`src/rtl/mem_port_arbiter.sv`:
```
// Two-requester memory port arbiter with independent read and write FSMs.
// Define MEM_ARB_FIXED_PRIO_EN for fixed m0 priority instead of round-robin.
module mem_port_arbiter #(
    parameter int ADDR_WDTH = 4,
    parameter int DATA_WDTH = 32,
    parameter int RESP_WDTH = 1
) (
    input  logic                 clk,
    input  logic                 rst_n,
    input  logic                 m0_ar_valid,
    output logic                 m0_ar_ready,
    input  logic [ADDR_WDTH-1:0] m0_ar_addr,
    output logic                 m0_r_valid,
    input  logic                 m0_r_ready,
    output logic [DATA_WDTH-1:0] m0_r_data,
    output logic [RESP_WDTH-1:0] m0_r_resp,
    input  logic                 m0_aw_valid,
    output logic                 m0_aw_ready,
    input  logic [ADDR_WDTH-1:0] m0_aw_addr,
    input  logic                 m0_w_valid,
    output logic                 m0_w_ready,
    input  logic [DATA_WDTH-1:0] m0_w_data,
    output logic                 m0_b_valid,
    input  logic                 m0_b_ready,
    output logic [RESP_WDTH-1:0] m0_b_resp,
    input  logic                 m1_ar_valid,
    output logic                 m1_ar_ready,
    input  logic [ADDR_WDTH-1:0] m1_ar_addr,
    output logic                 m1_r_valid,
    input  logic                 m1_r_ready,
    output logic [DATA_WDTH-1:0] m1_r_data,
    output logic [RESP_WDTH-1:0] m1_r_resp,
    input  logic                 m1_aw_valid,
    output logic                 m1_aw_ready,
    input  logic [ADDR_WDTH-1:0] m1_aw_addr,
    input  logic                 m1_w_valid,
    output logic                 m1_w_ready,
    input  logic [DATA_WDTH-1:0] m1_w_data,
    output logic                 m1_b_valid,
    input  logic                 m1_b_ready,
    output logic [RESP_WDTH-1:0] m1_b_resp,
    output logic                 s_ar_valid,
    input  logic                 s_ar_ready,
    output logic [ADDR_WDTH-1:0] s_ar_addr,
    input  logic                 s_r_valid,
    output logic                 s_r_ready,
    input  logic [DATA_WDTH-1:0] s_r_data,
    input  logic [RESP_WDTH-1:0] s_r_resp,
    output logic                 s_aw_valid,
    input  logic                 s_aw_ready,
    output logic [ADDR_WDTH-1:0] s_aw_addr,
    output logic                 s_w_valid,
    input  logic                 s_w_ready,
    output logic [DATA_WDTH-1:0] s_w_data,
    input  logic                 s_b_valid,
    output logic                 s_b_ready,
    input  logic [RESP_WDTH-1:0] s_b_resp,
    output logic                 rd_busy,
    output logic                 wr_busy
);

    typedef enum logic [1:0] {R_IDLE, R_ADDR, R_DATA} rd_state_t;
    typedef enum logic [1:0] {W_IDLE, W_XFER, W_RESP} wr_state_t;

    rd_state_t r_rd_state;
    rd_state_t w_rd_state_nx;
    wr_state_t r_wr_state;
    wr_state_t w_wr_state_nx;

    logic r_rd_gnt;
    logic w_rd_gnt_nx;
    logic r_wr_gnt;
    logic w_wr_gnt_nx;
    logic r_aw_done;
    logic w_aw_done_nx;
    logic r_w_done;
    logic w_w_done_nx;

    logic w_rd_pick;
    logic w_wr_pick;
    logic w_ar_hs;
    logic w_r_hs;
    logic w_aw_hs;
    logic w_w_hs;
    logic w_b_hs;
    logic w_aw_fin;
    logic w_w_fin;
    logic w_rd_act;
    logic w_rd_addr;
    logic w_rd_data;
    logic w_wr_act;
    logic w_wr_xfer;
    logic w_wr_resp;

`ifdef MEM_ARB_FIXED_PRIO_EN
    // m1 only wins when m0 is not asking
    assign w_rd_pick = ~m0_ar_valid;
    assign w_wr_pick = ~m0_aw_valid;
`else
    logic r_rd_last;
    logic r_wr_last;
    logic w_rd_done;
    logic w_wr_done;

    assign w_rd_pick = (m0_ar_valid & m1_ar_valid) ? ~r_rd_last
                                                   : m1_ar_valid;
    assign w_wr_pick = (m0_aw_valid & m1_aw_valid) ? ~r_wr_last
                                                   : m1_aw_valid;
    assign w_rd_done = (r_rd_state == R_DATA) & w_r_hs;
    assign w_wr_done = (r_wr_state == W_RESP) & w_b_hs;

    always_ff @(posedge clk or negedge rst_n) begin
        if (!rst_n) begin
            r_rd_last <= 1'b1;
            r_wr_last <= 1'b1;
        end else begin
            if (w_rd_done) r_rd_last <= r_rd_gnt;
            if (w_wr_done) r_wr_last <= r_wr_gnt;
        end
    end
`endif

    always_ff @(posedge clk or negedge rst_n) begin
        if (!rst_n) begin
            r_rd_state <= R_IDLE;
            r_rd_gnt   <= 1'b0;
            r_wr_state <= W_IDLE;
            r_wr_gnt   <= 1'b0;
            r_aw_done  <= 1'b0;
            r_w_done   <= 1'b0;
        end else begin
            r_rd_state <= w_rd_state_nx;
            r_rd_gnt   <= w_rd_gnt_nx;
            r_wr_state <= w_wr_state_nx;
            r_wr_gnt   <= w_wr_gnt_nx;
            r_aw_done  <= w_aw_done_nx;
            r_w_done   <= w_w_done_nx;
        end
    end

    assign w_rd_act  = (r_rd_state != R_IDLE);
    assign w_rd_addr = (r_rd_state == R_ADDR);
    assign w_rd_data = (r_rd_state == R_DATA);
    assign w_wr_act  = (r_wr_state != W_IDLE);
    assign w_wr_xfer = (r_wr_state == W_XFER);
    assign w_wr_resp = (r_wr_state == W_RESP);

    assign w_ar_hs  = s_ar_valid & s_ar_ready;
    assign w_r_hs   = s_r_valid & s_r_ready;
    assign w_aw_hs  = s_aw_valid & s_aw_ready;
    assign w_w_hs   = s_w_valid & s_w_ready;
    assign w_b_hs   = s_b_valid & s_b_ready;
    assign w_aw_fin = r_aw_done | w_aw_hs;
    assign w_w_fin  = r_w_done | w_w_hs;

    always_comb begin
        w_rd_state_nx = r_rd_state;
        w_rd_gnt_nx   = r_rd_gnt;
        unique case (r_rd_state)
            R_IDLE: begin
                if (m0_ar_valid | m1_ar_valid) begin
                    w_rd_state_nx = R_ADDR;
                    w_rd_gnt_nx   = w_rd_pick;
                end
            end
            R_ADDR: if (w_ar_hs) w_rd_state_nx = R_DATA;
            R_DATA: if (w_r_hs) w_rd_state_nx = R_IDLE;
            default: w_rd_state_nx = R_IDLE;
        endcase
    end

    always_comb begin
        w_wr_state_nx = r_wr_state;
        w_wr_gnt_nx   = r_wr_gnt;
        w_aw_done_nx  = 1'b0;
        w_w_done_nx   = 1'b0;
        unique case (r_wr_state)
            W_IDLE: begin
                if (m0_aw_valid | m1_aw_valid) begin
                    w_wr_state_nx = W_XFER;
                    w_wr_gnt_nx   = w_wr_pick;
                end
            end
            W_XFER: begin
                // AW and W may complete in either order or together
                if (w_aw_fin & w_w_fin) begin
                    w_wr_state_nx = W_RESP;
                end else begin
                    w_aw_done_nx = w_aw_fin;
                    w_w_done_nx  = w_w_fin;
                end
            end
            W_RESP: if (w_b_hs) w_wr_state_nx = W_IDLE;
            default: w_wr_state_nx = W_IDLE;
        endcase
    end

    assign s_ar_valid  = w_rd_addr
                       & (r_rd_gnt ? m1_ar_valid : m0_ar_valid);
    assign s_ar_addr   = w_rd_addr
                       ? (r_rd_gnt ? m1_ar_addr : m0_ar_addr) : '0;
    assign m0_ar_ready = w_rd_addr & ~r_rd_gnt & s_ar_ready;
    assign m1_ar_ready = w_rd_addr &  r_rd_gnt & s_ar_ready;
    assign s_r_ready   = w_rd_data
                       & (r_rd_gnt ? m1_r_ready : m0_r_ready);
    assign m0_r_valid  = w_rd_data & ~r_rd_gnt & s_r_valid;
    assign m1_r_valid  = w_rd_data &  r_rd_gnt & s_r_valid;
    assign m0_r_data   = (w_rd_act & ~r_rd_gnt) ? s_r_data : '0;
    assign m1_r_data   = (w_rd_act &  r_rd_gnt) ? s_r_data : '0;
    assign m0_r_resp   = (w_rd_act & ~r_rd_gnt) ? s_r_resp : '0;
    assign m1_r_resp   = (w_rd_act &  r_rd_gnt) ? s_r_resp : '0;
    assign rd_busy     = w_rd_act;

    assign s_aw_valid  = w_wr_xfer & ~r_aw_done
                       & (r_wr_gnt ? m1_aw_valid : m0_aw_valid);
    assign s_aw_addr   = w_wr_xfer
                       ? (r_wr_gnt ? m1_aw_addr : m0_aw_addr) : '0;
    assign m0_aw_ready = w_wr_xfer & ~r_aw_done & ~r_wr_gnt & s_aw_ready;
    assign m1_aw_ready = w_wr_xfer & ~r_aw_done &  r_wr_gnt & s_aw_ready;
    assign s_w_valid   = w_wr_xfer & ~r_w_done
                       & (r_wr_gnt ? m1_w_valid : m0_w_valid);
    assign s_w_data    = w_wr_xfer
                       ? (r_wr_gnt ? m1_w_data : m0_w_data) : '0;
    assign m0_w_ready  = w_wr_xfer & ~r_w_done & ~r_wr_gnt & s_w_ready;
    assign m1_w_ready  = w_wr_xfer & ~r_w_done &  r_wr_gnt & s_w_ready;
    assign s_b_ready   = w_wr_resp
                       & (r_wr_gnt ? m1_b_ready : m0_b_ready);
    assign m0_b_valid  = w_wr_resp & ~r_wr_gnt & s_b_valid;
    assign m1_b_valid  = w_wr_resp &  r_wr_gnt & s_b_valid;
    assign m0_b_resp   = (w_wr_act & ~r_wr_gnt) ? s_b_resp : '0;
    assign m1_b_resp   = (w_wr_act &  r_wr_gnt) ? s_b_resp : '0;
    assign wr_busy     = w_wr_act;

endmodule

```
`config.mk`:
```
export PLATFORM = sky130hd
export DESIGN_NAME = mem_port_arbiter
export DESIGN_NICKNAME = d
export VERILOG_FILES = /design/src/rtl/mem_port_arbiter.sv
export SDC_FILE = /design/constraint.sdc
export NUM_CORES = 1
export LEC_CHECK = 0
export BUFFER_PORTS_ARGS = -buffer_cell sky130_fd_sc_hd__buf_4
export CAP_MARGIN = 10
export CELL_PAD_IN_SITES_DETAIL_PLACEMENT = 1
export CELL_PAD_IN_SITES_GLOBAL_PLACEMENT = 2
export CORE_MARGIN = 1
export CORE_UTILIZATION = 12
export CTS_BUF_LIST = sky130_fd_sc_hd__clkbuf_16
export DETAILED_ROUTE_END_ITERATION = 12
export GPL_TIMING_DRIVEN = 0
export HOLD_SLACK_MARGIN = 0.06
export PLACE_DENSITY_LB_ADDON = 0.2
export SLEW_MARGIN = 20
export SYNTH_ARGS = -nofsm -noshare
export SYNTH_HDL_FRONTEND = slang
export SYNTH_SLANG_ARGS = --single-unit
export TNS_END_PERCENT = 20
```
`constraint.sdc`:
```
create_clock -name clk -period 1.9 [get_ports clk]
set_clock_uncertainty 0.15 [all_clocks]
set_input_delay 0.095 -clock clk [delete_from_list [all_inputs] [get_ports clk]]
set_output_delay 0.095 -clock clk [all_outputs]
set_load 0.1 [all_outputs]
```
# Yosys cells after proc, flatten, opt, wreduce, memory -nomap -nowiden
# Index checks and enable logic that the tools add are counted.
# word_totals
reg_bits,10
out_inout_bits,125
# op_classes
eq_ne,10
mux,31
bitwise_logic,51
n_reduce_logical,8
# ops
cell,count
two-way mux 32 bit,4
bitwise AND 1 bit,41
two-way mux 4 bit,4
two-way mux 1 bit,15
two-way mux 2 bit,6
case mux 2 bit (3 select lines),2
"!= test 2 bit, second input constant",5
inverter 1 bit,6
AND reduction 3 bit,2
"equality test 2 x 1 -> 1 bit, second input constant",2
"equality test 2 bit, second input constant",2
zero test 2 bit,2
OR 1 bit,4
AND reduction 2 bit,2
nonzero test 2 bit,2
"!= test 2 x 1 -> 1 bit, second input constant",1

# Longest topological paths before layout
# depth
depth_word,8
depth_mapped,5
mapped_depth_nobuf,3

# Least setup slack after synthesis
# Ideal clock, no wire load.
# synth_path
kind,register -> output
from,register r_wr_gnt
to,output m0_w_ready
arrival_time_ns,3.853
t_required_ns,1.655
path_slack_ns,-2.198
stages_incl_launch_ff,4
n_path_buf,2
path_cell_list,dfrtp_1 -> buf_4 -> clkbuf_1 -> nor4b_1
# synth_via
elab_chain_len,3
# synth_rtl
item,line_no,text
start: declaration,72,logic r_wr_gnt;
start signal: assignment,135,r_wr_gnt <= w_wr_gnt_nx;
inverter 1 bit,224,assign m0_w_ready = w_wr_xfer & ~r_w_done & ~r_wr_gnt & s_w_ready;
bitwise AND 1 bit (2 in series),224,
end: declaration,21,"output logic m0_w_ready,"
# Every way passes these cells.

# Final worst setup path
# layout_path
from,register r_wr_state[1]
to,output m1_aw_ready
# layout_via
elab_chain_len,4
# layout_rtl
item,line_no,text
start: declaration,67,wr_state_t r_wr_state;
start signal: assignment,134,r_wr_state <= w_wr_state_nx;
equality test 2 x 1 -> 1 bit,145,assign w_wr_xfer = (r_wr_state == W_XFER);
bitwise AND 1 bit (3 in series),219,assign m1_aw_ready = w_wr_xfer & ~r_aw_done & r_wr_gnt & s_aw_ready;
end: declaration,34,"output logic m1_aw_ready,"
# Every way passes these cells.

==> results.py <==
metrics = {
    "synthesis": {
        "synth_edf_count": 0,
        "synthAdderAreaFrac_pct": 0,
        "synth_cells": 243,
        "synth_top_family_by_area": "simple AND/OR/NAND/NOR gates",
        "synth_top_flop_cell": "dfrtp_1",
        "synthDistinctLibCells": 35,
        "synth-compound-area-share_pct": 7.32,
        "synth_seq_area_share_pct": 14.3,
        "synth_area_per_cell_sq_um": 7.25,
        "synth_area_sq_um": 1760,
        "yosys-mux-area-fraction_pct": 25.9,
        "yosysTopAreaCell": "mux2i_1",
        "synth-warning-count": 0,
        "async_reset_ff_share_pct": 100,
        "synth_most_common_cell": "and2_1",
        "synthTopCellsByArea": "mux2i_1 25%, and2_1 24%, dfrtp_1 11%",
        "synth_top_area_share_pct": 25.0,
        "ys_ff_latch": 10,
        "syn_nets": 374,
        "yosys.area_share.simple_pct": 44.9,
        "synth_common_cells": "67 x and2_1, 50 x nor2_1, 44 x mux2i_1",
        "synth_xor_area_share_pct": 0,
    },
    "floorplan": {
        "io-pin-count": 256,
        "core_area_sq_um": 14100,
        "die_w_microns": 123,
        "initial_utilization_pct": 12.5,
        "rows": 43,
        "fp.dieH_microns": 123,
        "dieArea_sq_um": 15200,
    },
    "placement": {
        "place_congestion": 0.705,
        "dp_hpwl_microns": 8750,
        "portBuffers": 255,
    },
    "cells_and_area": {
        "nFillCells": 1629,
        "area_delta_synth_final_pct": 175,
        "layout-drive-gt1-share_pct": 67.2,
        "multi_input_area_sq_um": 1620,
        "final_nets": 644,
        "seq_area_sq_um": 255,
        "fin_util_pct": 34.3,
        "n_antenna_cell": 0,
    },
    "critical_path": {
        "criticalPathCategory": "reg2out",
        "crit_family": "buffers and inverters",
        "worst_r2r_path_depth": 4,
        "cp.required_ns": 1.65,
        "startpoint_type": "flip-flop",
        "cp_slowest_cell": "dfrtp_2",
        "crit_path_cell_trace": "nand2b_4 -> buf_6 -> buf_12 -> nor4b_4 -> buf_8",
        "ff2ff_setup_slack_ns": 0.14,
        "crit_arrival_ns": 1.61,
        "rr_startpoint": "r_wr_state[0]",
        "crit_path_end_kind": "output pin",
        "cp_num_buf_inv": 3,
        "cp_max_fo": 10,
        "max_stage_delay_ns": 0.43,
        "r2r_end": "r_wr_gnt",
    },
    "clock_network": {
        "clkSlewWorstSetupHoldPaths_ns": 0.04,
        "tritoncts": "yes",
        "clk_latency_ns": 0.23,
        "htree_levels": 1,
        "ctsLongestPathBuffers": 2,
        "cts_setup_buffers": 0,
        "cts-root-buf": "clkbuf_16",
        "cts_made_buffers": 3,
        "cts_sinks": 10,
    },
    "hold_path": {
        "min_from": "m1_w_valid",
        "holdPathStages": 3,
        "timing.hold.worst.class": "in2reg",
        "hold_end": "r_aw_done",
    },
    "routing": {
        "vias": 2762,
        "via_per_inst": 3.99,
        "wl_per_cell_microns": 15.3,
        "drt_iter0_drc": 27,
        "dr.pass1.iters": 3,
        "final_antenna_net_count": 0,
        "routed_wl_microns": 10600,
        "drc": 0,
    },
    "sta": {
        "rsz0062_at_grt": "true",
        "finalCritPeriodShare_pct": 97.7,
        "max_freq_mhz": 538,
        "worst_pin_slew_ns": 0.432,
        "finalHoldViolCount": 0,
        "slew_headroom_pct": 70.4,
        "finalSetupViolations": 0,
        "fin_crit_ns": 1.86,
        "slew_violations": 0,
    },
    "job": {
        "maxCapViolCount": 0,
    },
    "global_route": {
        "grt_pass1_vias": 2726,
        "grt_usage_pct": 12.0,
        "grt_max_degree": 11,
        "grt-ovfl-total": 0,
        "antenna_found_initial": 0,
        "grt_first_pass_wirelength_microns": 14300,
    },
    "outcome": {
        "status": "complete, no violations",
    },
}
==> cell type report <==
class,instances,share of cell area (%)
buffer,19,3.78
multi-input combinational,206,33.6
inverter,8,0.621
sequential,10,5.28
clock inverter,1,0.0776
timing repair buffer,265,50.5
clock buffer,3,1.55
tap,180,4.66
==> layer usage <==
| metal | up-vias | GRT usage (%) | share of wire, % |
|---|---|---|---|
| li1 | 1344 | - | - |
| met1 | 1283 | 12.6 | 34 |
| met2 | 133 | 24.8 | 56 |
| met3 | 2 | 3.14 | 9.5 |
| met4 | 0 | 0.226 | 0.24 |
| met5 | - | 0 | 0 |
==> cell usage in the layout, fill, tap and decap left out, types with 3 or more instances in the layout <==
| cell | synthesis | layout |
|---|---|---|
| mux2i_1 | 44 | 37 |
| and2_1 | 67 | 66 |
| mux2i_2 | 0 | 5 |
| nor2_1 | 50 | 13 |
| buf_2 | 11 | 4 |
| buf_6 | 0 | 84 |
| nor2_4 | 1 | 4 |
| dfrtp_1 | 8 | 6 |
| a31oi_1 | 3 | 3 |
| a21oi_1 | 3 | 3 |
| clkbuf_16 | 0 | 3 |
| nand2b_1 | 4 | 3 |
| nor2_2 | 2 | 36 |
| dlygate4sd3_1 | 0 | 10 |
| buf_12 | 0 | 5 |
| o31ai_1 | 3 | 3 |
| buf_4 | 5 | 168 |
| nor3_1 | 7 | 3 |
| inv_1 | 6 | 6 |
| and3_1 | 3 | 3 |
| buf_8 | 0 | 13 |
==> tightest hold or removal path, stage by stage <==
cell and delay [ns]:
buf_4 0.08, mux2_4 0.17, a2111oi_4 0.07
==> sequential cells by signal (all words and copies together) (netlist names) <==
name and cells:
r_rd_gnt 1, r_w_done 1, r_wr_last 1, r_rd_last 1, r_wr_state 2, r_aw_done 1
r_wr_gnt 1, r_rd_state 2
==> how the worst max path moves through the flow <==
stage	startpoint	endpoint	slack [ns]	depth (start not counted)
final	r_wr_state[1]	m1_aw_ready	0.04	5
after global routing	r_wr_state[1]	m1_aw_ready	-0.04	5
after CTS	r_rd_gnt	m0_r_data[5]	-0.008	5
after detailed placement	r_wr_state[1]	s_w_data[14]	-0.02	5
after global placement	r_wr_state[1]	s_w_data[14]	-0.008	5
after floorplan	r_wr_gnt	m0_b_resp	-0.36	3
==> cells by family after synthesis <==
logic type	Yosys count
compound gates	16
buf+inv	27
flops	10
simple gates	145
mux	45
==> what timing repair did <==
action	CTS	global route
pin swaps	1	3
gates resized for setup	48	104
hold buffers	10	0
hold endpoints to repair	16	0
endpoints found under the setup margin	100	92
==> through the flow <==
| stage | cells | setup TNS, ns | setup WS [ns] | hold WS [ns] | cell area, sq um |
|---|---|---|---|---|---|
| after floorplan | 243 | -8.76 | -0.357 | -0.351 | 1960 |
| after global placement | 678 | -0.00801 | -0.00801 | -0.212 | 4100 |
| after detailed placement | 678 | -0.0238 | -0.0238 | -0.210 | 4100 |
| after CTS | 692 | -0.0337 | -0.00818 | 0.0683 | 4450 |
| after global routing | 692 | -0.0843 | -0.0352 | 0.0821 | 4840 |
| final | 692 | 0 | 0.0428 | 0.0700 | 4840 |
Power is not shown: default switching activity piles up to over one toggle a cycle in this logic, so the estimate is an artifact.
